### src/rtl/serial_sub_pkg.sv
// Shared types and defaults for the bit-serial subtractor.
package serial_sub_pkg;

    typedef enum logic [1:0] {IDLE, SHIFT, DONE} sub_state_e;

    localparam int unsigned SUB_DEFAULT_WIDTH = 4;

endpackage

### src/rtl/serial_subtractor_cell.sv
// One-bit full-adder cell; the caller inverts b so the cell computes a + ~b + cin.
module full_sub_cell (
    input  logic a,
    input  logic b,
    input  logic cin,
    output logic s,
    output logic cout
);

    always_comb begin
        s    = a ^ b ^ cin;
        cout = (a & b) | (cin & (a ^ b));
    end

endmodule

### src/rtl/serial_subtractor.sv
// Bit-serial two's-complement subtractor (Diff = A - B, LSB first) with valid/ready on both sides.
// Optional signed-overflow output Ovf is enabled by defining SERIAL_SUB_OVERFLOW_EN.
module serial_subtractor
    import serial_sub_pkg::*;
#(
    parameter int unsigned WIDTH = SUB_DEFAULT_WIDTH
) (
    input  logic             clk,
    input  logic             reset,
    input  logic             in_valid,
    output logic             in_ready,
    input  logic [WIDTH-1:0] A,
    input  logic [WIDTH-1:0] B,
    output logic             out_valid,
    input  logic             out_ready,
    output logic [WIDTH-1:0] Diff,
    output logic             Borrow
`ifdef SERIAL_SUB_OVERFLOW_EN
    ,
    output logic             Ovf
`endif
);

    localparam int unsigned CNT_W = $clog2(WIDTH) + 1;

    sub_state_e       state;
    sub_state_e       state_d;
    logic             in_ready_d;
    logic             out_valid_d;
    logic             accept_c;
    logic             last_c;

    logic [WIDTH-1:0] a_sh;
    logic [WIDTH-1:0] b_sh;
    logic [WIDTH-2:0] d_sh;
    logic [WIDTH-1:0] d_next_c;
    logic             carry;
    logic [CNT_W-1:0] cnt;
    logic             cell_s;
    logic             cell_cout;
`ifdef SERIAL_SUB_OVERFLOW_EN
    logic             a_msb;
    logic             b_msb;
`endif

    full_sub_cell u_cell (
        .a    (a_sh[0]),
        .b    (~b_sh[0]),
        .cin  (carry),
        .s    (cell_s),
        .cout (cell_cout)
    );

    // New sum bit enters at the MSB; after WIDTH shifts the word is complete.
    assign d_next_c = {cell_s, d_sh};

    always_ff @(posedge clk) begin
        if (reset) begin
            state     <= IDLE;
            in_ready  <= 1'b1;
            out_valid <= 1'b0;
        end else begin
            state     <= state_d;
            in_ready  <= in_ready_d;
            out_valid <= out_valid_d;
        end
    end

    always_comb begin
        state_d  = state;
        accept_c = 1'b0;
        last_c   = 1'b0;
        case (state)
            IDLE: begin
                if (in_valid) begin
                    accept_c = 1'b1;
                    state_d  = SHIFT;
                end
            end
            SHIFT: begin
                if (cnt == CNT_W'(WIDTH - 1)) begin
                    last_c  = 1'b1;
                    state_d = DONE;
                end
            end
            DONE: begin
                if (out_ready) begin
                    state_d = IDLE;
                end
            end
            default: state_d = IDLE;
        endcase
        in_ready_d  = (state_d == IDLE);
        out_valid_d = (state_d == DONE);
    end

    // Operand/result datapath; results are published only on the final shift.
    always_ff @(posedge clk) begin
        if (reset) begin
            a_sh   <= '0;
            b_sh   <= '0;
            d_sh   <= '0;
            carry  <= 1'b0;
            cnt    <= '0;
            Diff   <= '0;
            Borrow <= 1'b0;
`ifdef SERIAL_SUB_OVERFLOW_EN
            a_msb  <= 1'b0;
            b_msb  <= 1'b0;
            Ovf    <= 1'b0;
`endif
        end else if (accept_c) begin
            a_sh  <= A;
            b_sh  <= B;
            d_sh  <= '0;
            carry <= 1'b1;
            cnt   <= '0;
`ifdef SERIAL_SUB_OVERFLOW_EN
            a_msb <= A[WIDTH-1];
            b_msb <= B[WIDTH-1];
`endif
        end else if (state == SHIFT) begin
            a_sh  <= a_sh >> 1;
            b_sh  <= b_sh >> 1;
            d_sh  <= d_next_c[WIDTH-1:1];
            carry <= cell_cout;
            cnt   <= cnt + CNT_W'(1);
            if (last_c) begin
                Diff   <= d_next_c;
                Borrow <= ~cell_cout;
`ifdef SERIAL_SUB_OVERFLOW_EN
                Ovf    <= (a_msb != b_msb) & (cell_s != a_msb);
`endif
            end
        end
    end

endmodule
### config.mk
export PLATFORM = sky130hd
export DESIGN_NAME = serial_subtractor
export DESIGN_NICKNAME = d
export VERILOG_FILES = /design/src/rtl/serial_sub_pkg.sv /design/src/rtl/serial_subtractor_cell.sv /design/src/rtl/serial_subtractor.sv
export SDC_FILE = /design/constraint.sdc
export NUM_CORES = 1
export LEC_CHECK = 0
export CAP_MARGIN = 10
export CORE_ASPECT_RATIO = 1.25
export CORE_MARGIN = 2
export CORE_UTILIZATION = 53
export CTS_BUF_LIST = sky130_fd_sc_hd__clkbuf_16
export CTS_CLUSTER_DIAMETER = 50
export DETAILED_ROUTE_END_ITERATION = 10
export GPL_TIMING_DRIVEN = 0
export HOLD_SLACK_MARGIN = 0.02
export PLACE_DENSITY = 0.81
export SKIP_LAST_GASP = 1
export SLEW_MARGIN = 5
export SYNTH_ARGS = -nofsm -noshare
export SYNTH_HDL_FRONTEND = slang
export SYNTH_SLANG_ARGS = --single-unit
### constraint.sdc
create_clock -name clk -period 2.5 [get_ports clk]
set_clock_uncertainty 0.2 [all_clocks]
set_input_delay 0.5 -clock clk [delete_from_list [all_inputs] [get_ports clk]]
set_output_delay 0.5 -clock clk [all_outputs]
set_load 0.005 [all_outputs]
==> impl_summary.txt, run 1 <==
----------------------------------------------------
[Status]
  Outcome ... complete, no violations

[Floorplanning]
  Core ar. ... 1770 um2
  Boundary Pins ... 19
  Initial Util ... 56.2%
  Number of cell rows ... 17
  Total die area ... 2240 um2
  Die Span Y ... 52.4 um
  Die X ... 42.7 um

[Clock network]
  Number of H-tree levels ... 1
  Root Driver ... sky130_fd_sc_hd__clkbuf_16
  Clock slew at reported path FFs ... 60 ps
  Cts-stage hold buffer count ... 0
  Total setup buffers inserted after CTS ... 0
  Insertion delay of the later-clocked pin in the worst-skew pair ... 250 ps
  Longest Clk Path Bufs ... 2
  Clock sink count ... 24
  Clock tree from TritonCTS ... yes
  Number of clock buffers inserted by TritonCTS ... 3
  Number of resized instances in the post-cts repair step ... 0

[Logic synthesis]
  Top-count cell post-synth ... sky130_fd_sc_hd__dfxtp_1
  Cell type contributing the most total cell area after synthesis ... sky130_fd_sc_hd__dfxtp_1
  Synth Warn # ... 0
  Primary FF master, synth ... sky130_fd_sc_hd__dfxtp_1
  Count of different cell masters after synthesis ... 29
  Combined area of all synthesized cells ... 992 um2
  Average size of a mapped cell ... 9.73 um2
  Number of nets produced by synthesis ... 117
  Proportion of synthesized chip area in sequential cells ... 48.4%
  Number of synthesized flops with an enable pin ... 0
  Fraction of post-synthesis cell area in the top cell type by area ... 48.4%
  List of most frequent post-synthesis cells ... 24 x sky130_fd_sc_hd__dfxtp_1, 12 x sky130_fd_sc_hd__a21oi_1, 11 x sky130_fd_sc_hd__nor2_1
  Post-synthesis register bit count ... 24
  Share of flip-flops with an asynchronous set or reset ... 0%
  Gate Count Post-Synth ... 102
  Largest cells by area after synthesis ... sky130_fd_sc_hd__dfxtp_1 48%, sky130_fd_sc_hd__o221a_2 6.8%, sky130_fd_sc_hd__a21oi_1 6.1%

[Job]
  Max-cap violation count ... 0

[Power]
  Internal power component ... 676 uW
  Clock share of power ... 39.1%
  Sequential Power Share ... 47.7%
  Pwr per Cell Area ... 684 nW/um2
  Combinational cell fraction of total power ... 13.2%
  Leak Pwr ... 0.000470 uW
  VDD IR-drop max ... 0.504 mV
  Switching Fraction ... 22.4%
  Total chip power ... 872 uW
  Switching power ... 195 uW

[Drt]
  Residual DRC count ... 0
  Total wire length ... 2.08 mm
  Routed length per placed instance ... 14.5 um
  Count of vias placed by the detailed router ... 813
  Count of nets left with antenna violations after detail routing ... 0
  Number of iterations in the first detailed-routing pass ... 4
  Vias/cell ... 5.69
  Number of DRC markers in iteration 0 ... 12

[Timing]
  Worst Slack Setup Final ... 605 ps
  Hold Vio Cnt, Final ... 0
  Clock period minus worst slack ... 1890 ps
  Final worst-path cycle share ... 75.8%
  Sum Neg Setup Slack ... 0 ps
  Max-slew violation total from the final report ... 0
  # setup viols final ... 0
  Max-slew headroom ... 59.5%
  Worst-margin pin slew ... 606 ps
  Setup repair after global routing missed its margin ... no
  Fmax ... 528 MHz

[Cells and area]
  Post-Route Utilization ... 72.2%
  Number of fill cells in the layout ... 138
  Share of final-layout standard cells stronger than drive strength 1 ... 14.5%
  Area delta synth->final ... 28.5%
  Net count reported at finish ... 140
  Antenna cells ... 0

[Critical path]
  Reg2Reg Depth ... 6
  Required time reported for the critical path endpoint ... 2470 ps
  Critical path origin ... in_valid
  Crit. End Element ... flop
  Maximum fanout count along the critical path ... 7
  Worst setup path category ... input pin to flop
  R2R Setup Slk ... 620 ps
  CP startpoint kind ... input pin
  Arrival time of data at the critical path endpoint ... 1860 ps
  Critical register-to-register path endpoint ... in_ready
  Reg2Reg Launch Point ... cnt[0]
  Capturing element of the worst setup path ... a_sh[3]

[Global route]
  Number of global-route vias before repair ... 759
  Maximum number of pins on one net before global-route repair ... 14
  GRT Overall Usage ... 21.1%
  Number of antenna violations at the first check in global routing ... 0
  Total global routing overflow ... 0
  Wire length of the first global-routing pass ... 3.46 mm

[Place]
  Half-perimeter wire length after placement ... 1.34 mm
  Pre-CTS setup slack ... 459 ps
  Global placer's final weighted congestion ... 0.763
  Port-buffer cells ... 18

[Min path]
  Hold Crit Class ... flop to flop

----------------------------------------------------
-- worst min-delay path by stage --
stage	from	end	slack (ps)	cells after the start
finish	Diff[1]	Diff[1]	260	2
global route	Diff[3]	Diff[3]	290	2
CTS	Diff[1]	Diff[1]	260	2
detailed placement	Diff[1]	Diff[1]	250	2
global placement	Diff[3]	Diff[3]	250	2
floorplan	d_sh[0]	Diff[0]	240	2
-- layout by cell type (no fill, tap or decap), types with 2 or more instances in the layout --
| cell type | instances |
|---|---|
| sky130_fd_sc_hd__nor2_1 | 11 |
| sky130_fd_sc_hd__a22oi_1 | 6 |
| sky130_fd_sc_hd__clkdlybuf4s50_1 | 18 |
| sky130_fd_sc_hd__nand3_1 | 4 |
| sky130_fd_sc_hd__inv_1 | 8 |
| sky130_fd_sc_hd__nand2b_1 | 3 |
| sky130_fd_sc_hd__ha_1 | 2 |
| sky130_fd_sc_hd__nand2_1 | 5 |
| sky130_fd_sc_hd__o221a_2 | 6 |
| sky130_fd_sc_hd__dfxtp_1 | 24 |
| sky130_fd_sc_hd__buf_6 | 2 |
| sky130_fd_sc_hd__clkbuf_16 | 3 |
| sky130_fd_sc_hd__clkbuf_1 | 2 |
| sky130_fd_sc_hd__a21oi_1 | 12 |
-- worst max-delay path, stage by stage --
cell and delay, ps:
sky130_fd_sc_hd__clkdlybuf4s50_1 500, sky130_fd_sc_hd__o21bai_1 530, sky130_fd_sc_hd__a22oi_1 140, sky130_fd_sc_hd__nor2_1 190
-- sequential cells by signal, summed over array words and instances, names as in the netlist, 2 cells and up --
name and flops:
d_sh 3, b_sh 4, cnt 3, a_sh 4, Diff 4, state 2
-- logic make-up (layout without fill, tap and decap cells) --
family | after synthesis | count (layout) | synth area share [%]
compound gates | 31 | 31 | 24.5
simple gates | 29 | 29 | 14.1
flops | 24 | 24 | 48.4
buf+inv | 15 | 37 | 8.45
fa+ha+maj | 3 | 3 | 4.54
-- power groups by stage --
| stage | clock network [uW] | logic, uW | registers, uW |
|---|---|---|---|
| floorplan | 0 | 74.2 | 421 |
| global placement | 0 | 110 | 422 |
| detailed placement | 0 | 112 | 423 |
| CTS | 342 | 115 | 416 |
| global route | 363 | 125 | 418 |
| finish | 340 | 115 | 416 |
-- cell type report --
type                    count  area, um2  area share (%)
plain buffers               7       53.8            4.22
clock buffers               3       75.1            5.89
flip-flops and latches     24        480            37.7
multi-input cells          63        428            33.6
well taps                  19       23.8            1.86
clock inverters             1       3.75           0.294
inverters                   8       30.0            2.36
repair buffers             18        180            14.1
-- through the flow --
stage	area (um2)	hold WS, ps	instances
detailed placement	1200	250	139
global route	1270	289	143
global placement	1200	247	139
finish	1270	261	143
CTS	1270	261	143
floorplan	992	243	102
-- layer usage --
layer	vias up	part of all wire [%]	track usage, %
met4	0	2.1	12.0
met2	32	48	35.1
met1	373	42	24.8
li1	402	-	-
met5	-	0	0
met3	6	6.9	4.83
(Power assumes the default switching activity.)
==> inputs of run 2 (changes only) <==
--- a/config.mk
+++ b/config.mk
@@ -8,13 +8,13 @@
 export CAP_MARGIN = 10
 export CORE_ASPECT_RATIO = 1.25
 export CORE_MARGIN = 2
-export CORE_UTILIZATION = 53
+export CORE_UTILIZATION = 49
 export CTS_BUF_LIST = sky130_fd_sc_hd__clkbuf_16
 export CTS_CLUSTER_DIAMETER = 50
 export DETAILED_ROUTE_END_ITERATION = 10
 export GPL_TIMING_DRIVEN = 0
 export HOLD_SLACK_MARGIN = 0.02
-export PLACE_DENSITY = 0.81
+export PLACE_DENSITY = 0.76
 export SKIP_LAST_GASP = 1
 export SLEW_MARGIN = 5
 export SYNTH_ARGS = -nofsm -noshare
==> constraint.sdc (replaced) <==
create_clock -name clk -period 1.75 [get_ports clk]
set_clock_uncertainty 0.2 [all_clocks]
set_input_delay 0.35 -clock clk [delete_from_list [all_inputs] [get_ports clk]]
set_output_delay 0.35 -clock clk [all_outputs]
set_load 0.005 [all_outputs]
==> impl_summary.txt, run 2 (synthesized netlist as in run 1, its figures left out) <==
----------------------------------------------------
[Status]
  Outcome ... complete, no violations

[Floorplanning]
  Die Span Y ... 54.3 um (+3.7%)
  Core ar. ... 1940 um2 (+9.7%)
  Initial Util ... 51.2% (-5.0 points)
  Number of cell rows ... 18 (+1)
  Total die area ... 2400 um2 (+7.5%)
  Die X ... 44.3 um (+3.6%)
  Boundary Pins ... 19 (unchanged)

[Timing]
  Final worst-path cycle share ... 94.9%
  Hold Vio Cnt, Final ... 0 (unchanged)
  Setup repair after global routing missed its margin ... no
  Fmax ... 602 MHz
  Clock period minus worst slack ... 1660 ps
  # setup viols final ... 0 (unchanged)
  Max-slew violation total from the final report ... 0 (unchanged)
  Worst Slack Setup Final ... 89.1 ps (-516 ps)
  Worst-margin pin slew ... 581 ps (-24.6 ps)
  Max-slew headroom ... 61.2% (+1.6 points)

[Cells and area]
  Share of final-layout standard cells stronger than drive strength 1 ... 16.3% (+1.7 points)
  Antenna cells ... 0 (unchanged)
  Registers with the most flip-flops ... Diff: 4 flops, a_sh: 4 flops, b_sh: 4 flops
  Highest-count cells in the layout ignoring fill and taps ... 24 x sky130_fd_sc_hd__dfxtp_1, 18 x sky130_fd_sc_hd__clkdlybuf4s50_1, 12 x sky130_fd_sc_hd__a21oi_1, 11 x sky130_fd_sc_hd__nor2_1, 8 x sky130_fd_sc_hd__inv_1
  Layout Cells excl Fill ... 143 (unchanged)
  Number of fill cells in the layout ... 160 (+16%)
  Area delta synth->final ... 32.2%
  Final Cell Area ... 1310 um2 (+2.8%)
  Net count reported at finish ... 139 (-0.71%)
  Leading cell type in the layout, fill and taps excluded ... sky130_fd_sc_hd__dfxtp_1

[Power]
  Combinational cell fraction of total power ... 11.7% (-1.5 points)
  Switching power ... 283 uW (+45%)
  Clock share of power ... 45.9% (+6.8 points)
  Leak Pwr ... 0.000483 uW (+2.6%)
  Internal power component ... 1120 uW (+65%)
  VDD IR-drop max ... 0.621 mV (+23%)
  Pwr per Cell Area ... 1070 nW/um2 (+56%)
  Switching Fraction ... 20.2% (-2.2 points)
  Sequential Power Share ... 42.4% (-5.3 points)

[Clock network]
  Clock sink count ... 24 (unchanged)
  Total setup buffers inserted after CTS ... 0 (unchanged)
  Clock slew at reported path FFs ... 60 ps (about the same)
  Number of H-tree levels ... 1 (unchanged)
  Clock tree from TritonCTS ... yes
  Number of clock buffers inserted by TritonCTS ... 3 (unchanged)
  Longest Clk Path Bufs ... 2 (unchanged)
  Cts-stage hold buffer count ... 0 (unchanged)
  Insertion delay of the later-clocked pin in the worst-skew pair ... 260 ps (about the same)
  Root Driver ... sky130_fd_sc_hd__clkbuf_16

[Critical path]
  Critical Path, Cell by Cell ... clkdlybuf4s50_1, o21bai_1, a22oi_1, nor2_1
  Required time reported for the critical path endpoint ... 1740 ps (-730 ps)
  CP startpoint kind ... input pin
  Kind of cell adding the most delay to the critical path ... compound AO/OA/AOI/OAI gates
  Maximum fanout count along the critical path ... 7 (unchanged)
  Arrival time of data at the critical path endpoint ... 1650 ps (-210 ps)
  Crit. End Element ... flop
  Slowest stage delay, CP ... 510 ps (-20 ps)
  Critical Path Slowest Stage Cell ... sky130_fd_sc_hd__o21bai_1
  Critical path buffer and inverter count ... 1 (unchanged)
  Worst setup path category ... input pin to flop

[Min path]
  Hold Crit Class ... flop to flop

[Global route]
  Number of global-route vias before repair ... 784 (+3.3%)
  GRT Overall Usage ... 19.8% (-1.3 points)
  Total global routing overflow ... 0 (unchanged)
  Most congested layer reported by global routing ... met2
  Wire length of the first global-routing pass ... 3.42 mm (-1.2%)
  GR Util met3 ... 3.96% (-0.87 points)
  Global Route met1 Usage ... 22.2% (-2.6 points)
  Fraction of met2 tracks used by global routing ... 33.6% (-1.5 points)
  Number of antenna violations at the first check in global routing ... 0 (unchanged)
  Maximum number of pins on one net before global-route repair ... 15 (+1)

[Drt]
  Routed length per placed instance ... 14.8 um (+1.7%)
  Residual DRC count ... 0 (unchanged)
  Number of iterations in the first detailed-routing pass ... 4 (unchanged)
  Count of nets left with antenna violations after detail routing ... 0 (unchanged)
  Number of DRC markers in iteration 0 ... 15 (+3)
  Total wire length ... 2.12 mm (+1.7%)
  Count of vias placed by the detailed router ... 808 (-0.62%)
  Vias/cell ... 5.65 (-0.62%)

[Job]
  Max-cap violation count ... 0 (unchanged)

[Place]
  Half-perimeter wire length after placement ... 1.35 mm (+0.19%)
  Post-detailed-placement cell area ... 1200 um2 (+0.10%)
  Port-buffer cells ... 18 (unchanged)
  Cell count after placement ... 140 (+0.72%)
  Pre-CTS setup slack ... -143 ps (-602 ps)
  Global placer's final weighted congestion ... 0.781 (+2.3%)

----------------------------------------------------
-- run 2: path summary, 6_finish.rpt --
check                           startpoint       end  slack [ps]  cells after the start
worst max-delay path              in_valid   b_sh[3]          90                      4
worst min-delay path               Diff[2]   Diff[2]         260                      2
worst max register to register      cnt[0]  in_ready         140                      5
worst min register to register     Diff[2]   Diff[2]         260                      2
-- run 2: area by class of cell --
type / count / area (um2) / share of cell area, %
clock inverters: 1 / 30.0 / 2.29
repair buffers: 18 / 180 / 13.7
plain buffers: 6 / 50.0 / 3.82
clock buffers: 3 / 75.1 / 5.73
well taps: 20 / 25.0 / 1.91
multi-input cells: 63 / 440 / 33.6
inverters: 8 / 30.0 / 2.29
flip-flops and latches: 24 / 480 / 36.6
-- run 2: per-layer routing --
| metal | wire length (um) | share of wire (%) |
|---|---|---|
| met5 | 0 | 0 |
| met4 | 44 | 2.1 |
| met2 | 1080 | 51 |
| met3 | 117 | 5.5 |
| met1 | 874 | 41 |
-- run 2: worst reg2reg max path, cell delays in order, from the launching register on --
cell and delay (ps):
sky130_fd_sc_hd__dfxtp_1 390, sky130_fd_sc_hd__ha_1 240, sky130_fd_sc_hd__ha_4 200, sky130_fd_sc_hd__nand3b_1 230, sky130_fd_sc_hd__a21oi_2 200, sky130_fd_sc_hd__nor2_1 50
-- run 2: stage by stage --
stage | utilization, % | setup TNS (ps) | total power, uW | hold WS [ps]
after detailed placement | 61.8 | -1110 | 766 | 250
final | 67.7 | 0 | 1400 | 255
after global placement | 61.8 | -827 | 762 | 248
after global routing | 67.7 | 0 | 1460 | 298
after CTS | 67.1 | 0 | 1410 | 259
after floorplan | - | 0 | 707 | 235
-- run 2: power groups by stage --
stage | clock network, uW | registers [uW] | logic (uW)
final | 643 | 593 | 163
after global routing | 686 | 597 | 181
after CTS | 653 | 594 | 164
after detailed placement | 0 | 605 | 161
after global placement | 0 | 604 | 158
after floorplan | 0 | 601 | 106
-- run 2: repair_timing --
item,in CTS,in global routing
gates resized for setup,0,2
pin swaps,0,1
endpoints found under the setup margin,6,6
==> inputs of run 3 (changes only) <==
--- a/config.mk
+++ b/config.mk
@@ -13,7 +13,6 @@
 export CTS_CLUSTER_DIAMETER = 50
 export DETAILED_ROUTE_END_ITERATION = 10
 export GPL_TIMING_DRIVEN = 0
-export HOLD_SLACK_MARGIN = 0.02
 export PLACE_DENSITY = 0.76
 export SKIP_LAST_GASP = 1
 export SLEW_MARGIN = 5
==> results of run 3 <==
Final layout, timing and power as in run 2 (identical DEF).
